--- src/rtl/ti_packet_framer_if.sv ---
// Byte handshake bundle for the TI link packet framer.
// master = framer side, slave = upstream/downstream environment side.
interface ti_packet_framer_if;
  logic [7:0] i_data;
  logic       i_avail;
  logic       o_read;
  logic [7:0] o_data;
  logic       o_avail;
  logic       i_read;
  logic       o_sop;
  logic       o_eop;
  logic       o_cksumerr;
  logic       o_lenerr;

  modport master (
    input  i_data, i_avail, i_read,
    output o_read, o_data, o_avail,
    output o_sop, o_eop, o_cksumerr, o_lenerr
  );

  modport slave (
    output i_data, i_avail, i_read,
    input  o_read, o_data, o_avail,
    input  o_sop, o_eop, o_cksumerr, o_lenerr
  );
endinterface

--- src/rtl/ti_packet_framer.sv ---
// TI link packet framer: forwards bytes with sop/eop marks,
// checksum/length verdicts and an inter-byte timeout abort.
module ti_packet_framer #(
  parameter int c_TIMEOUT = 400000,
  parameter int c_MAXLEN  = 65535
) (
  input  logic               i_clock,
  input  logic               i_reset,
  ti_packet_framer_if.master bus,
  output logic               o_abort,
  output logic               o_inpacket,
  output logic [15:0]        o_pktcount,
  output logic [15:0]        o_errcount
);

  localparam int TW = $clog2(c_TIMEOUT + 1);
  localparam logic [TW-1:0] TMO_LAST = TW'(c_TIMEOUT - 1);

  localparam logic [2:0] IDLE = 3'd0;
  localparam logic [2:0] CMD  = 3'd1;
  localparam logic [2:0] LENL = 3'd2;
  localparam logic [2:0] LENH = 3'd3;
  localparam logic [2:0] DATA = 3'd4;
  localparam logic [2:0] CKL  = 3'd5;
  localparam logic [2:0] CKH  = 3'd6;

  function automatic logic is_data_cmd(input logic [7:0] c);
    case (c)
      8'h06, 8'h15, 8'h36,
      8'h88, 8'hA2, 8'hC9: return 1'b1;
      default:             return 1'b0;
    endcase
  endfunction

  logic [2:0]    state_q, state_d;
  logic [7:0]    cmd_q, cmd_d;
  logic [7:0]    lenl_q, lenl_d;
  logic [15:0]   len_q, len_d;
  logic [15:0]   rem_q, rem_d;
  logic [15:0]   sum_q, sum_d;
  logic [7:0]    ckl_q, ckl_d;
  logic [TW-1:0] tmo_q, tmo_d;
  logic          read_q, read_d;
  logic          full_q, full_d;
  logic          pend_q, pend_d;
  logic          avail_q, avail_d;
  logic [7:0]    data_q, data_d;
  logic          sop_q, sop_d;
  logic          eop_q, eop_d;
  logic          ckerr_q, ckerr_d;
  logic          lenerr_q, lenerr_d;
  logic          abort_q, abort_d;
  logic [15:0]   pkt_q, pkt_d;
  logic [15:0]   err_q, err_d;
  logic          capture;

  assign capture = !read_q && bus.i_avail && !full_q;

  always_comb begin
    state_d  = state_q;
    cmd_d    = cmd_q;
    lenl_d   = lenl_q;
    len_d    = len_q;
    rem_d    = rem_q;
    sum_d    = sum_q;
    ckl_d    = ckl_q;
    tmo_d    = tmo_q;
    read_d   = read_q;
    full_d   = full_q;
    pend_d   = pend_q;
    avail_d  = avail_q;
    data_d   = data_q;
    sop_d    = sop_q;
    eop_d    = eop_q;
    ckerr_d  = ckerr_q;
    lenerr_d = lenerr_q;
    abort_d  = 1'b0;
    pkt_d    = pkt_q;
    err_d    = err_q;

    if (capture)
      read_d = 1'b1;
    else if (read_q && !bus.i_avail)
      read_d = 1'b0;

    // Register is held until the downstream four-phase cycle completes
    if (pend_q) begin
      pend_d  = 1'b0;
      avail_d = 1'b1;
    end else if (avail_q && bus.i_read) begin
      avail_d = 1'b0;
    end else if (full_q && !avail_q && !bus.i_read) begin
      full_d = 1'b0;
    end

    if (capture) begin
      data_d   = bus.i_data;
      full_d   = 1'b1;
      pend_d   = 1'b1;
      sop_d    = 1'b0;
      eop_d    = 1'b0;
      ckerr_d  = 1'b0;
      lenerr_d = 1'b0;
      tmo_d    = '0;
      case (state_q)
        IDLE: begin
          sop_d   = 1'b1;
          sum_d   = '0;
          rem_d   = '0;
          state_d = CMD;
        end
        CMD: begin
          cmd_d   = bus.i_data;
          state_d = LENL;
        end
        LENL: begin
          lenl_d  = bus.i_data;
          state_d = LENH;
        end
        LENH: begin
          len_d = {bus.i_data, lenl_q};
          rem_d = {bus.i_data, lenl_q};
          if (!is_data_cmd(cmd_q)) begin
            eop_d   = 1'b1;
            pkt_d   = pkt_q + 16'd1;
            state_d = IDLE;
          end else if ({bus.i_data, lenl_q} == 16'd0) begin
            state_d = CKL;
          end else begin
            state_d = DATA;
          end
        end
        DATA: begin
          sum_d = sum_q + {8'd0, bus.i_data};
          rem_d = rem_q - 16'd1;
          if (rem_q == 16'd1)
            state_d = CKL;
        end
        CKL: begin
          ckl_d   = bus.i_data;
          state_d = CKH;
        end
        CKH: begin
          eop_d    = 1'b1;
          ckerr_d  = {bus.i_data, ckl_q} != sum_q;
          lenerr_d = {16'd0, len_q} > c_MAXLEN;
          pkt_d    = pkt_q + 16'd1;
          if ({bus.i_data, ckl_q} != sum_q)
            err_d = err_q + 16'd1;
          state_d = IDLE;
        end
        default: state_d = IDLE;
      endcase
    end else if (state_q == IDLE) begin
      tmo_d = '0;
    end else if (!bus.i_avail) begin
      if (tmo_q == TMO_LAST) begin
        tmo_d   = '0;
        state_d = IDLE;
        abort_d = 1'b1;
        err_d   = err_q + 16'd1;
      end else begin
        tmo_d = tmo_q + 1'b1;
      end
    end
  end

  always_ff @(posedge i_clock) begin
    if (i_reset) begin
      state_q  <= IDLE;
      cmd_q    <= '0;
      lenl_q   <= '0;
      len_q    <= '0;
      rem_q    <= '0;
      sum_q    <= '0;
      ckl_q    <= '0;
      tmo_q    <= '0;
      read_q   <= 1'b0;
      full_q   <= 1'b0;
      pend_q   <= 1'b0;
      avail_q  <= 1'b0;
      data_q   <= '0;
      sop_q    <= 1'b0;
      eop_q    <= 1'b0;
      ckerr_q  <= 1'b0;
      lenerr_q <= 1'b0;
      abort_q  <= 1'b0;
      pkt_q    <= '0;
      err_q    <= '0;
    end else begin
      state_q  <= state_d;
      cmd_q    <= cmd_d;
      lenl_q   <= lenl_d;
      len_q    <= len_d;
      rem_q    <= rem_d;
      sum_q    <= sum_d;
      ckl_q    <= ckl_d;
      tmo_q    <= tmo_d;
      read_q   <= read_d;
      full_q   <= full_d;
      pend_q   <= pend_d;
      avail_q  <= avail_d;
      data_q   <= data_d;
      sop_q    <= sop_d;
      eop_q    <= eop_d;
      ckerr_q  <= ckerr_d;
      lenerr_q <= lenerr_d;
      abort_q  <= abort_d;
      pkt_q    <= pkt_d;
      err_q    <= err_d;
    end
  end

  assign bus.o_read     = read_q;
  assign bus.o_data     = data_q;
  assign bus.o_avail    = avail_q;
  assign bus.o_sop      = sop_q;
  assign bus.o_eop      = eop_q;
  assign bus.o_cksumerr = ckerr_q;
  assign bus.o_lenerr   = lenerr_q;
  assign o_abort        = abort_q;
  assign o_inpacket     = state_q != IDLE;
  assign o_pktcount     = pkt_q;
  assign o_errcount     = err_q;

endmodule

--- src/flat_wrapper.sv ---
// flat-port wrapper written by rule: the top's interface ports become plain ports
module ti_packet_framer_flat 
#(
  parameter int c_TIMEOUT = 400000,
  parameter int c_MAXLEN  = 65535
)
  (i_clock, i_reset, o_abort, o_inpacket, o_pktcount, o_errcount, bus_i_data, bus_i_avail, bus_i_read, bus_o_read, bus_o_data, bus_o_avail, bus_o_sop, bus_o_eop, bus_o_cksumerr, bus_o_lenerr);
  ti_packet_framer_if bus_i ();
  input  logic i_clock;
  input  logic i_reset;
  output logic o_abort;
  output logic o_inpacket;
  output logic [15:0] o_pktcount;
  output logic [15:0] o_errcount;
  input wire logic [$bits(bus_i.i_data)-1:0] bus_i_data;
  input wire logic [$bits(bus_i.i_avail)-1:0] bus_i_avail;
  input wire logic [$bits(bus_i.i_read)-1:0] bus_i_read;
  output wire logic [$bits(bus_i.o_read)-1:0] bus_o_read;
  output wire logic [$bits(bus_i.o_data)-1:0] bus_o_data;
  output wire logic [$bits(bus_i.o_avail)-1:0] bus_o_avail;
  output wire logic [$bits(bus_i.o_sop)-1:0] bus_o_sop;
  output wire logic [$bits(bus_i.o_eop)-1:0] bus_o_eop;
  output wire logic [$bits(bus_i.o_cksumerr)-1:0] bus_o_cksumerr;
  output wire logic [$bits(bus_i.o_lenerr)-1:0] bus_o_lenerr;
  assign bus_i.i_data = bus_i_data;
  assign bus_i.i_avail = bus_i_avail;
  assign bus_i.i_read = bus_i_read;
  assign bus_o_read = bus_i.o_read;
  assign bus_o_data = bus_i.o_data;
  assign bus_o_avail = bus_i.o_avail;
  assign bus_o_sop = bus_i.o_sop;
  assign bus_o_eop = bus_i.o_eop;
  assign bus_o_cksumerr = bus_i.o_cksumerr;
  assign bus_o_lenerr = bus_i.o_lenerr;
  ti_packet_framer #(.c_TIMEOUT(c_TIMEOUT), .c_MAXLEN(c_MAXLEN)) u_core (.i_clock(i_clock), .i_reset(i_reset), .bus(bus_i), .o_abort(o_abort), .o_inpacket(o_inpacket), .o_pktcount(o_pktcount), .o_errcount(o_errcount));
endmodule
--- config.mk ---
export PLATFORM = sky130hd
export DESIGN_NAME = ti_packet_framer_flat
export DESIGN_NICKNAME = d
export VERILOG_FILES = /design/src/rtl/ti_packet_framer_if.sv /design/src/rtl/ti_packet_framer.sv /design/src/flat_wrapper.sv
export SDC_FILE = /design/constraint.sdc
export NUM_CORES = 1
export LEC_CHECK = 0
export BUFFER_PORTS_ARGS = -buffer_cell sky130_fd_sc_hd__buf_2
export CAP_MARGIN = 20
export CORE_MARGIN = 1
export CORE_UTILIZATION = 53
export CTS_BUF_LIST = sky130_fd_sc_hd__clkbuf_16
export CTS_CLUSTER_DIAMETER = 30
export CTS_CLUSTER_SIZE = 14
export DETAILED_ROUTE_END_ITERATION = 16
export PLACE_DENSITY = 0.73
export SYNTH_ARGS = -nofsm -noshare
export SYNTH_HDL_FRONTEND = slang
export SYNTH_SLANG_ARGS = --single-unit
--- constraint.sdc ---
create_clock -name i_clock -period 4.8 [get_ports i_clock]
set_clock_uncertainty 0.05 [all_clocks]
set_input_delay 0.48 -clock i_clock [delete_from_list [all_inputs] [get_ports i_clock]]
set_output_delay 0.48 -clock i_clock [all_outputs]
set_load 0.01 [all_outputs]
Yosys cells after proc, flatten, opt, wreduce, memory -nomap -nowiden
Cells that the tools add are included.
W data, S select, Z words.
{"block": "classes", "muxes": 36, "n_eq_ne": 23, "reduce_logical": 33, "n_addsub": 5}
{"operator": "$mux W16", "count": 7}
{"operator": "$pmux W16 S2", "count": 2}
{"operator": "$pmux W16 S3", "count": 1}
{"operator": "$add A16 B1 Y16 const B", "count": 2}
{"operator": "$eq A8 B8 Y1 const B", "count": 3}
{"operator": "$add A19 B1 Y19 const B", "count": 1}
{"operator": "$eq A19 B19 Y1 const B", "count": 1}
{"operator": "$mux W19", "count": 1}
{"operator": "$mux W3", "count": 6}
{"operator": "$pmux W3 S6", "count": 1}
{"operator": "$mux W1", "count": 17}
{"operator": "$add A16 B8 Y16", "count": 1}
{"operator": "$eq A16 B1 Y1 const B", "count": 1}
{"operator": "$logic_not A16 Y1", "count": 1}
{"operator": "$ne A16 B16 Y1", "count": 1}
{"operator": "$sub A16 B1 Y16 const B", "count": 1}
{"operator": "$reduce_bool A2 Y1", "count": 6}
{"operator": "$reduce_and A2 Y1", "count": 5}
{"operator": "$eq A3 B3 Y1 const B", "count": 3}
{"operator": "$eq A8 B3 Y1 const B", "count": 1}
{"operator": "$eq A8 B5 Y1 const B", "count": 1}
{"operator": "$eq A8 B6 Y1 const B", "count": 1}
{"operator": "$ne A2 B2 Y1 const B", "count": 4}
{"operator": "$eq A3 B2 Y1 const B", "count": 2}
{"operator": "14 further kinds", "count": 27}
{"block": "word_totals", "in_bits": 12, "reg_bits": 126, "elab_cells": 115, "out_inout_bits": 48}

Longest topological paths before layout
Gate-level depths: netlist (run 1).
{"block": "depth", "word_depth": 8, "depth_mapped": 8, "depth_no_buf": 7}

Worst setup path after synthesis (run 1)
OpenSTA, ideal clock, no wires.
{"block": "synth_path", "path_kind": "in2reg", "from": "in bus_i_avail", "to": "reg u_core.err_q[5] (netlist: u_core.o_errcount[5])", "setup_time_ns": 0.123, "cell_stages": 8, "t_arrival_ns": 2.220, "slack_ns": 2.407, "path_buffers": 3, "required_ns": 4.627, "path_cell_list": "buf_6 -> and4b_1 -> nand4_1 -> or4_1 -> buf_2 -> buf_6 -> o22ai_1 -> mux2_1"}
{"block": "synth_between", "elab_chain_cells": 4, "elab_cells_between_ends": 9, "classes_between": "eq/ne: 4; mux: 1; reduce/logical: 4"}
{"element": "start: declaration", "line": "flat_wrapper.sv:16", "text": "input wire logic [$bits(bus_i.i_avail)-1:0] bus_i_avail;"}
{"element": "$logic_and A1 B1 Y1 (2 in series)", "line": "ti_packet_framer.sv:57", "text": "assign capture = !read_q && bus.i_avail && !full_q;"}
{"element": "$ne A2 B2 Y1 (no source line), or another cell as far along"}
{"element": "$reduce_and A5 Y1 (no source line)"}
{"element": "end signal: assignment", "line": "ti_packet_framer.sv:210", "text": "err_q <= err_d;"}
{"element": "end: declaration", "line": "ti_packet_framer.sv:54", "text": "logic [15:0] err_q, err_d;"}
Several ways; a longest one is shown, not always the timed one.
A chain may end at the register's enable or synchronous reset.

Final worst setup path (run 1)
{"block": "layout_path", "from": "reg u_core.state_q[2]", "to": "reg u_core.rem_q[8]"}
{"block": "layout_between", "elab_chain_cells": 3, "elab_cells_between_ends": 6, "classes_between": "eq/ne: 2; mux: 1; reduce/logical: 3"}
{"element": "start: declaration", "line": "ti_packet_framer.sv:35", "text": "logic [2:0] state_q, state_d;"}
{"element": "start signal: assignment", "line": "ti_packet_framer.sv:191", "text": "state_q <= state_d;"}
{"element": "$eq A3 B2 Y1, or another cell as far along", "line": "ti_packet_framer.sv:105", "text": "case (state_q)"}
{"element": "$reduce_bool A3 Y1 (no source line)"}
{"element": "$reduce_and A2 Y1 (no source line)"}
{"element": "end signal: assignment", "line": "ti_packet_framer.sv:195", "text": "rem_q <= rem_d;"}
{"element": "end: declaration", "line": "ti_packet_framer.sv:39", "text": "logic [15:0] rem_q, rem_d;"}
Several ways; a longest one is shown, not always the timed one.

==> flow_metrics.tcl, run 1 <==
set metrics [dict create \
    slowest_delay_ns 0.79 \
    register_area_share_after_synthesis_pct 36.1 \
    power.density_nw_per_um2 340 \
    die_h_um 117 \
    dp_slack_ns 1.68 \
    tritoncts.num_buffers 17 \
    clock-root-buffer "clkbuf_16" \
    area.growth.synth_to_final_pct 13.9 \
    grt.overflow.total 0 \
    critical-path-top-delay-family "compound AO/OA/AOI/OAI gates" \
    post_drt_wl_per_cell_um 15.6 \
    final_hold_viols 0 \
    timing.final.crit_share_pct 59.4 \
    cts_setup_buffers 0 \
    synth_seq_cells 126 \
    cts_tree "done" \
    grt_antenna_before_repair 0 \
    syn_area_um2 6990 \
    detailroute.via_count 6301 \
    maxCapViolCount 0 \
    num-nets-final 912 \
    hold_buffers_post_cts 0 \
    longest_clk_path_bufs 2 \
    crit_chain "and3b_1 -> o21a_1 -> o21ai_0 -> o21ai_0 -> a21oi_1" \
    floorplan.die.width_um 117 \
    setup-violations-final 0 \
    first_pass_grt_wire_length_um 27100 \
    crit_arrival_ns 3.07 \
    kind_of_start_point_of_the_critical_path "flop" \
    crit_type "flop to flop" \
    io_buffers 58 \
    peakVddDrop_mv 0.278 \
    cp_dominant_cell_by_count "o21ai_0" \
    floorplan.initialDensity_pct 54.9 \
    maximum_number_of_pins_on_one_net_before_global_route_repair 76 \
    postSynthNetCount 888 \
    p_leak_nw 3.13 \
    post_synth_num_cell_types 63 \
    post_cts.resized_instances 0 \
    worst_setup_path_end_kind "flop" \
    final_layout_size_suffix_gt1_share_pct 12.0 \
    detail-route-antenna-nets 0 \
    timing.final.crit_period_ns 2.85 \
    drt-pass1-iter-count 5 \
    gr-usage-all-layers_pct 25.4 \
    antennaDiodeCount 0 \
    layout.cells.non_filler 1071 \
    rsz_0062_raised_after_global_routing "false" \
    layout.filler_cells 1142 \
    route.detailed.drc 0 \
    design.portCount 60 \
    setup_tns_ns 0 \
    report.final.slew_viol_count 0 \
    dp_hpwl_um 11000 \
    placed_cells 1038 \
    path_clk_slew_ns 0.06 \
    netlist_instances 862 \
    worst_ep_required_time_ns 5.02 \
    critical_path_buf_inv_count 0 \
    core-area_um2 12700 \
    htree_levels 4 \
    synth-warning-count 0 \
    max_slew.worst_pin.slew_ns 0.945 \
    wl_um 16700 \
    fmax_ghz 0.351 \
    postSynth.asyncResetShare_pct 0 \
    most_common_flop_cell_mapped_by_yosys "dfxtp_1" \
    timing.hold.worst.class "input port to flop" \
    critPathMaxFanout 20 \
    postLayoutSetupSlackWorst_ns 1.95 \
    die_area_um2 13700 \
    viasPerCell 5.88 \
    synth-edff-count 0 \
    detailedRoute.firstIterationViolations 545 \
    relSlewSlack_pct 36.4 \
    first_global_vias 5506 \
    result_of_the_run "complete, no violations" \
    routabilityCongestion 0.816 \
    numClockSinks 126 \
    postSynthAreaPerCell_um2 8.11 \
    crit_slowest_cell "and3b_1" \
    finalPower_mw 2.71 \
    clk-insertion-delay-late_ns 0.42 \
    whs_ns 0.345 \
    num_rows 41 \
]
placed cells by master, fill, tap and decap left out, types with 8 or more instances in the layout:
cell | netlist | routed
a21oi_1 | 38 | 38
and3_1 | 11 | 11
buf_2 | 3 | 57
clkbuf_16 | 0 | 17
dfxtp_1 | 126 | 126
ha_1 | 13 | 13
inv_1 | 15 | 17
mux2_1 | 19 | 19
mux2_2 | 10 | 10
mux2i_1 | 35 | 35
nand2_1 | 76 | 76
nand2b_1 | 13 | 13
nand3_1 | 49 | 49
nand4_1 | 26 | 26
nor2_1 | 107 | 107
nor2b_1 | 35 | 35
nor3_1 | 21 | 20
nor4_1 | 14 | 14
o21ai_0 | 33 | 33
o22ai_1 | 14 | 14
o32ai_1 | 8 | 8
xnor2_1 | 35 | 35
cells by family (layout without fill, tap and decap cells):
kind of cell    Yosys count  count (layout)  synth area share [%]
mux                      64              64                  9.68
simple gates            401             401                  29.3
compound gates          142             142                  12.9
buf+inv                  75             112                  4.53
other cells               1               1                0.0536
xor+xnor                 39              39                  4.89
flops                   126             126                  36.1
fa+ha+maj                14              14                  2.61
power by group:
group / switching (mW) / total [mW] / leakage (nW) / internal, mW
sequential: 0.0213 / 1.08 / 1.02 / 1.06
combinational: 0.128 / 0.192 / 1.79 / 0.0633
clock: 0.471 / 1.43 / 0.324 / 0.963
total: 0.620 / 2.71 / 3.13 / 2.09
path summary, 6_finish.rpt:
kind	start	to	slack (ns)	cells past startpoint
min	bus_i_read	u_core.bus.o_avail$_SDFFE_PP0P_	0.35	4
min reg2reg	u_core.bus.o_data[6]$_SDFFE_PP0P_	u_core.bus.o_data[6]$_SDFFE_PP0P_	0.41	2
max reg2reg	u_core.state_q[2]$_SDFFE_PP0P_	u_core.rem_q[8]$_SDFFE_PP0P_	1.95	5
max	u_core.state_q[2]$_SDFFE_PP0P_	u_core.rem_q[8]$_SDFFE_PP0P_	1.95	5
cell usage after synthesis (all sizes together), types with 14 or more instances:
library cell / count / area, um2
mux2: 29 / 327
nor2b: 35 / 219
nor2: 107 / 402
nand4: 26 / 163
nand3: 49 / 245
o22ai: 14 / 87.6
dfxtp: 126 / 2520
nor4: 15 / 100
inv: 15 / 56.3
o21ai: 34 / 170
nand2: 76 / 285
clkbuf: 47 / 178
a21oi: 38 / 190
xnor2: 35 / 307
mux2i: 35 / 350
nor3: 21 / 105
per-layer routing:
metal  vias to the layer above  wire, um  share of wire (%)  track usage (%)
met5                         -         0                  0                0
met4                         0       156               0.93             7.17
met3                        19       903                5.4             5.66
met2                       175      7670                 46             41.4
met1                      2978      7990                 48             33.7
li1                       3129         -                  -                -
per-stage QoR:
| step | area [um2] | utilization [%] |
|---|---|---|
| 4_1_cts | 7950 | 62.5 |
| 3_3_place_gp | 7290 | 57.3 |
| 3_5_place_dp | 7290 | 57.3 |
| 6_report | 7960 | 62.6 |
| 5_1_grt | 7960 | 62.6 |
| 2_1_floorplan | 6990 | - |
worst min-delay path, delay by kind of cell:
kind,cells,cell delay (ns)
compound gates,1,0.05
buf+inv,2,0.17
simple gates,1,0.07
state kept, by name (all words and copies together), names as in the netlist, 16 cells and up:
| signal | count |
|---|---|
| u_core.o_errcount | 16 |
| u_core.o_pktcount | 16 |
| u_core.rem_q | 16 |
| u_core.sum_q | 16 |
| u_core.tmo_q | 19 |
final cells by class:
class | instances | area [um2] | share of cell area (%)
Multi-Input combinational cell | 661 | 4160 | 52.3
Tap cell | 172 | 215 | 2.70
Clock inverter | 15 | 226 | 2.85
Clock buffer | 17 | 425 | 5.35
Sequential cell | 126 | 2520 | 31.7
Inverter | 15 | 56.3 | 0.707
Timing Repair Buffer | 65 | 352 | 4.42
Power figures use the tool's default switching activity.
==> run 2: changes to the inputs <==
- PLACE_DENSITY: 0.73 -> 0.76
- clock period: 4.8 -> 2.5 ns (I/O delays scaled with it)
==> run 2 against run 1 <==
Clock-buffer cell count unchanged. Flip-flop and latch count unchanged. Non-clock buffer count increased by 25. Hold slack got worse by 0.25 ns. Critical path type unchanged.
==> flow_metrics.tcl, run 2 (synthesis results as in run 1) <==
set metrics [dict create \
    result_of_the_run "complete, no violations" \
    report.final.slew_viol_count 0 \
    crit_type "flop to flop" \
    drt-pass1-iter-count 8 \
    clk-insertion-delay-late_ns 0.42 \
    power.density_nw_per_um2 590 \
    die_h_um 117 \
    htree_levels 4 \
    floorplan.initialDensity_pct 54.9 \
    timing.hold.worst.class "input port to flop" \
    postLayoutSetupSlackWorst_ns 0.251 \
    reg2reg_depth 6 \
    clock-root-buffer "clkbuf_16" \
    fmax_ghz 0.445 \
    wl_um 16800 \
    grt_antenna_before_repair 0 \
    route.detailed.drc 0 \
    final_layout_size_suffix_gt1_share_pct 14.1 \
    floorplan.die.width_um 117 \
    tritoncts.num_buffers 17 \
    post_drt_wl_per_cell_um 15.3 \
    max_slew.worst_pin.slew_ns 0.676 \
    max_reg_flops 19 \
    final_common_cell "dfxtp_1" \
    p_leak_nw 3.21 \
    detailedRoute.firstIterationViolations 554 \
    timing.final.crit_period_ns 2.25 \
    io_buffers 58 \
    worst_setup_path_end_kind "flop" \
    peakVddDrop_mv 0.566 \
    worst_ep_required_time_ns 2.76 \
    first_pass_grt_wire_length_um 27600 \
    path_clk_slew_ns 0.05 \
    final_hold_viols 0 \
    antennaDiodeCount 0 \
    die_area_um2 13700 \
    timing.final.crit_share_pct 90.0 \
    layout.cells.most_common_list "126 x dfxtp_1, 107 x nor2_1, 76 x nand2_1, 57 x buf_2, 49 x nand3_1" \
    routabilityCongestion 0.875 \
    kind_of_start_point_of_the_critical_path "flop" \
    viasPerCell 5.78 \
    dp_hpwl_um 11500 \
    cts_setup_buffers 0 \
    area.growth.synth_to_final_pct 15.0 \
    core-area_um2 12700 \
    maximum_number_of_pins_on_one_net_before_global_route_repair 85 \
    relSlewSlack_pct 54.4 \
    grt.overflow.total 0 \
    detail-route-antenna-nets 0 \
    crit_arrival_ns 2.51 \
    rsz_0062_raised_after_global_routing "false" \
    setup_tns_ns 0 \
    layout.filler_cells 1145 \
    num_rows 41 \
    num-nets-final 937 \
    min_path_cells 4 \
    maxCapViolCount 0 \
    cts_tree "done" \
    first_global_vias 5624 \
    numClockSinks 126 \
    longest_clk_path_bufs 2 \
    detailroute.via_count 6332 \
    design.portCount 60 \
    dp_slack_ns 0.180 \
    setup-violations-final 0 \
    critPathMaxFanout 13 \
    gr-usage-all-layers_pct 26.0 \
    largest_register "u_core.tmo_q" \
]
-- run 2: cell count changes in the layout (fill, tap and decap cells not counted), sizes merged --
cell      previous run  this run
clkinvlp             1         0
inv                 17        18
bufinv               6         2
clkinv               6         9
buf                 64        90
clkbuf              18        17
-- run 2: repair_timing --
item,4_1_cts,5_1_grt
endpoints found under the setup margin,0,2
hold buffers,0,0
resized for setup,0,1
-- run 2: power by group --
group	internal (mW)	switching, mW	total, mW	leakage, nW
clock network	1.42	0.845	2.27	0.280
logic	0.143	0.254	0.397	1.91
registers	2.04	0.0365	2.08	1.02
total	3.61	1.14	4.74	3.21
-- run 2: critical path, cell delays in order (launching register included) --
cell and delay [ns]:
dfxtp_1 0.38, and4b_1 0.28, nand4_1 0.10, or4_1 0.57, buf_4 0.22, o22ai_1 0.19
mux2_1 0.33
-- run 2: through the flow --
| step | utilization [%] | cell area (um2) | power [mW] | hold slack [ns] | std cells |
|---|---|---|---|---|---|
| 4_1_cts | 63.2 | 8040 | 4.78 | 0.0749 | 1095 |
| 2_1_floorplan | - | 6990 | 2.38 | 0.380 | 862 |
| 5_1_grt | 63.2 | 8040 | 4.91 | 0.0904 | 1095 |
| 3_5_place_dp | 59.0 | 7500 | 2.51 | 0.400 | 1064 |
| 3_3_place_gp | 59.0 | 7500 | 2.51 | 0.403 | 1064 |
| 6_report | 63.2 | 8040 | 4.74 | 0.0906 | 1095 |
-- run 2: area by class of cell --
| class | instances | area [um2] | share of cell area [%] |
|---|---|---|---|
| Clock buffer | 17 | 425 | 5.29 |
| Clock inverter | 14 | 111 | 1.38 |
| Inverter | 15 | 56.3 | 0.700 |
| Multi-Input combinational cell | 661 | 4170 | 51.8 |
| Sequential cell | 126 | 2520 | 31.4 |
| Tap cell | 172 | 215 | 2.68 |
| Timing Repair Buffer | 90 | 546 | 6.78 |
-- run 2: path summary, 6_finish.rpt --
path	from	endpoint	slack [ns]
min	bus_i_read	u_core.bus.o_avail$_SDFFE_PP0P_	0.09
min reg2reg	u_core.bus.o_data[3]$_SDFFE_PP0P_	u_core.bus.o_data[3]$_SDFFE_PP0P_	0.40
max	u_core.tmo_q[2]$_SDFFE_PP0N_	u_core.o_errcount[3]$_SDFFE_PP0P_	0.25
max reg2reg	u_core.tmo_q[2]$_SDFFE_PP0N_	u_core.o_errcount[3]$_SDFFE_PP0P_	0.25
-- run 2: layer usage --
metal | vias to the layer above | global-route usage (%) | share of wire [%]
li1 | 3183 | - | -
met3 | 21 | 6.54 | 4.8
met1 | 2972 | 34.8 | 49
met5 | - | 0 | 0
met4 | 0 | 8.02 | 1.4
met2 | 156 | 41.2 | 45
==> run 3: changes to the inputs <==
- PLACE_DENSITY: 0.76 -> 0.73
- clock period: 2.5 -> 2.3 ns (I/O delays scaled with it)
==> run 3 against run 2 <==
Critical path depth unchanged. First-iteration DRC count up 3.8%. Combinational power up 13%. Register-to-register slack worse by 0.13 ns. Flip-flop and latch count unchanged. Sequential power up 9%. Hold slack worse by 0.027 ns. Die area unchanged. Non-clock buffer count up 23. Sequential share of layout area down 0.87 points. Critical path type unchanged. Core utilization up 1.8 points. Final cell count up 2.2%.
==> flow_metrics.tcl, run 3 (synthesis results as in run 1) <==
set metrics [dict create \
    crit_type "flop to flop" \
    setup_tns_ns 0 \
    grt.overflow.total 0 \
    grt_antenna_before_repair 0 \
    p_leak_nw 3.32 \
    die_area_um2 13700 \
    core-area_um2 12700 \
    reg2reg_depth 6 \
    tritoncts.num_buffers 17 \
    result_of_the_run "complete, no violations" \
    cts_tree "done" \
    crit_arrival_ns 2.44 \
    timing.hold.worst.start "bus_i_avail" \
    regToRegStartpoint "u_core.tmo_q[2]$_SDFFE_PP0N_" \
    setup-violations-final 0 \
    num_rows 41 \
    max_reg_flops 19 \
    finalPower_mw 5.30 \
    worst_setup_path_end_kind "flop" \
    worst_flop_to_flop_path_endpoint "u_core.o_errcount[4]$_SDFFE_PP0P_" \
    clock-root-buffer "clkbuf_16" \
    floorplan.initialDensity_pct 54.9 \
    relSlewSlack_pct 49.2 \
    min_path_cells 2 \
    drt-pass1-iter-count 5 \
    io_buffers 58 \
    floorplan.die.width_um 117 \
    num-nets-final 960 \
    post_drt_wl_per_cell_um 15.2 \
    end_of_the_worst_hold_path "u_core.bus.o_read$_SDFFE_PP0P_" \
    largest_register "u_core.tmo_q" \
    final_layout_size_suffix_gt1_share_pct 17.1 \
    first_global_vias 5761 \
    route.detailed.drc 0 \
    timing.hold.worst.class "input port to flop" \
    htree_levels 4 \
    max_slew.worst_pin.slew_ns 0.757 \
    placed_cells 1087 \
    viasPerCell 5.82 \
    design.portCount 60 \
    final_hold_viols 0 \
    clk-insertion-delay-late_ns 0.42 \
    routabilityCongestion 0.884 \
    area.growth.synth_to_final_pct 18.3 \
    reg2reg_setup_slack_ns 0.12 \
    timing.final.crit_share_pct 94.7 \
    longest_clk_path_bufs 2 \
    path_clk_slew_ns 0.06 \
    dp_hpwl_um 11800 \
    die_h_um 117 \
    maxCapViolCount 0 \
    first_pass_grt_wire_length_um 28000 \
    layout.cells.non_filler 1119 \
    detail-route-antenna-nets 0 \
    cts_setup_buffers 0 \
    kind_of_start_point_of_the_critical_path "flop" \
    detailroute.via_count 6516 \
    critPathMaxFanout 9 \
    gr-usage-all-layers_pct 26.2 \
    fmax_ghz 0.459 \
    maximum_number_of_pins_on_one_net_before_global_route_repair 86 \
    final_common_cell "dfxtp_1" \
    worst_ep_required_time_ns 2.56 \
    timing.final.crit_period_ns 2.18 \
    layout.cells.most_common_list "126 x dfxtp_1, 107 x nor2_1, 76 x nand2_1, 57 x buf_2, 54 x buf_4" \
    power.density_nw_per_um2 641 \
    detailedRoute.firstIterationViolations 575 \
    numClockSinks 126 \
    report.final.slew_viol_count 0 \
    peakVddDrop_mv 0.579 \
    rsz_0062_raised_after_global_routing "false" \
    wl_um 17000 \
    antennaDiodeCount 0 \
]
==> run 3: cell count changes in the layout (fill, tap and decap cells not counted), moves of 2 or more <==
| cell | change |
|---|---|
| clkinv_1 | -3 |
| clkinv_4 | +2 |
| clkinvlp_4 | +5 |
| buf_4 | +22 |
| inv_1 | -3 |
==> run 3: worst max path at each step <==
stage                     slack [ns]                                end                           from
after floorplan                 0.13  u_core.o_errcount[5]$_SDFFE_PP0P_  u_core.tmo_q[14]$_SDFFE_PP0N_
after global placement          0.04  u_core.o_errcount[4]$_SDFFE_PP0P_                    bus_i_avail
after detailed placement        0.01  u_core.o_errcount[4]$_SDFFE_PP0P_  u_core.tmo_q[14]$_SDFFE_PP0N_
after CTS                      0.001  u_core.o_errcount[4]$_SDFFE_PP0P_  u_core.tmo_q[14]$_SDFFE_PP0N_
after global routing            0.02  u_core.o_errcount[4]$_SDFFE_PP0P_   u_core.tmo_q[3]$_SDFFE_PP0N_
final                           0.12  u_core.o_errcount[4]$_SDFFE_PP0P_   u_core.tmo_q[2]$_SDFFE_PP0N_
==> run 3: routing by layer <==
layer,wire length [um],global-route usage [%],vias up
met4,313,8.69,0
met3,936,6.02,28
li1,-,-,3232
met5,0,0,-
met1,7990,35.0,3067
met2,7760,41.7,189
==> run 3: report_power, final <==
part | switching, mW | total [mW] | internal, mW
Combinational | 0.284 | 0.448 | 0.164
Sequential | 0.0374 | 2.26 | 2.22
Clock | 1.01 | 2.60 | 1.58
==> run 3: timing repair <==
item                                    CTS  global route
endpoints found under the setup margin    0            15
hold buffers                              0             0
gates resized for setup                   0             3
==> run 3: final cells by class <==
type                    count  area, um2
multi-input cells         661       4170
fillers                  1131       4450
inverters                  15       56.3
well taps                 172        215
clock buffers              17        425
clock inverters            15        148
repair buffers            113        731
flip-flops and latches    126       2520
==> run 3: per-stage QoR <==
stage / hold WS, ns / setup slack (ns) / instance area [um2] / util, %
after detailed placement: 0.398 / 0.0142 / 7690 / 60.4
after global routing: 0.0541 / 0.0235 / 8270 / 65.0
after floorplan: 0.360 / 0.128 / 6990 / -
after global placement: 0.393 / 0.0421 / 7690 / 60.4
after CTS: 0.0487 / 0.00119 / 8260 / 64.9
final: 0.0639 / 0.121 / 8270 / 65.0
==> run 3: worst max-delay path, cell delays in order (launching register included) <==
cell and delay [ns]:
dfxtp_1 0.36, and4b_1 0.26, nand4_1 0.12, or4_4 0.56, buf_4 0.19, o22ai_1 0.19
mux2_1 0.33
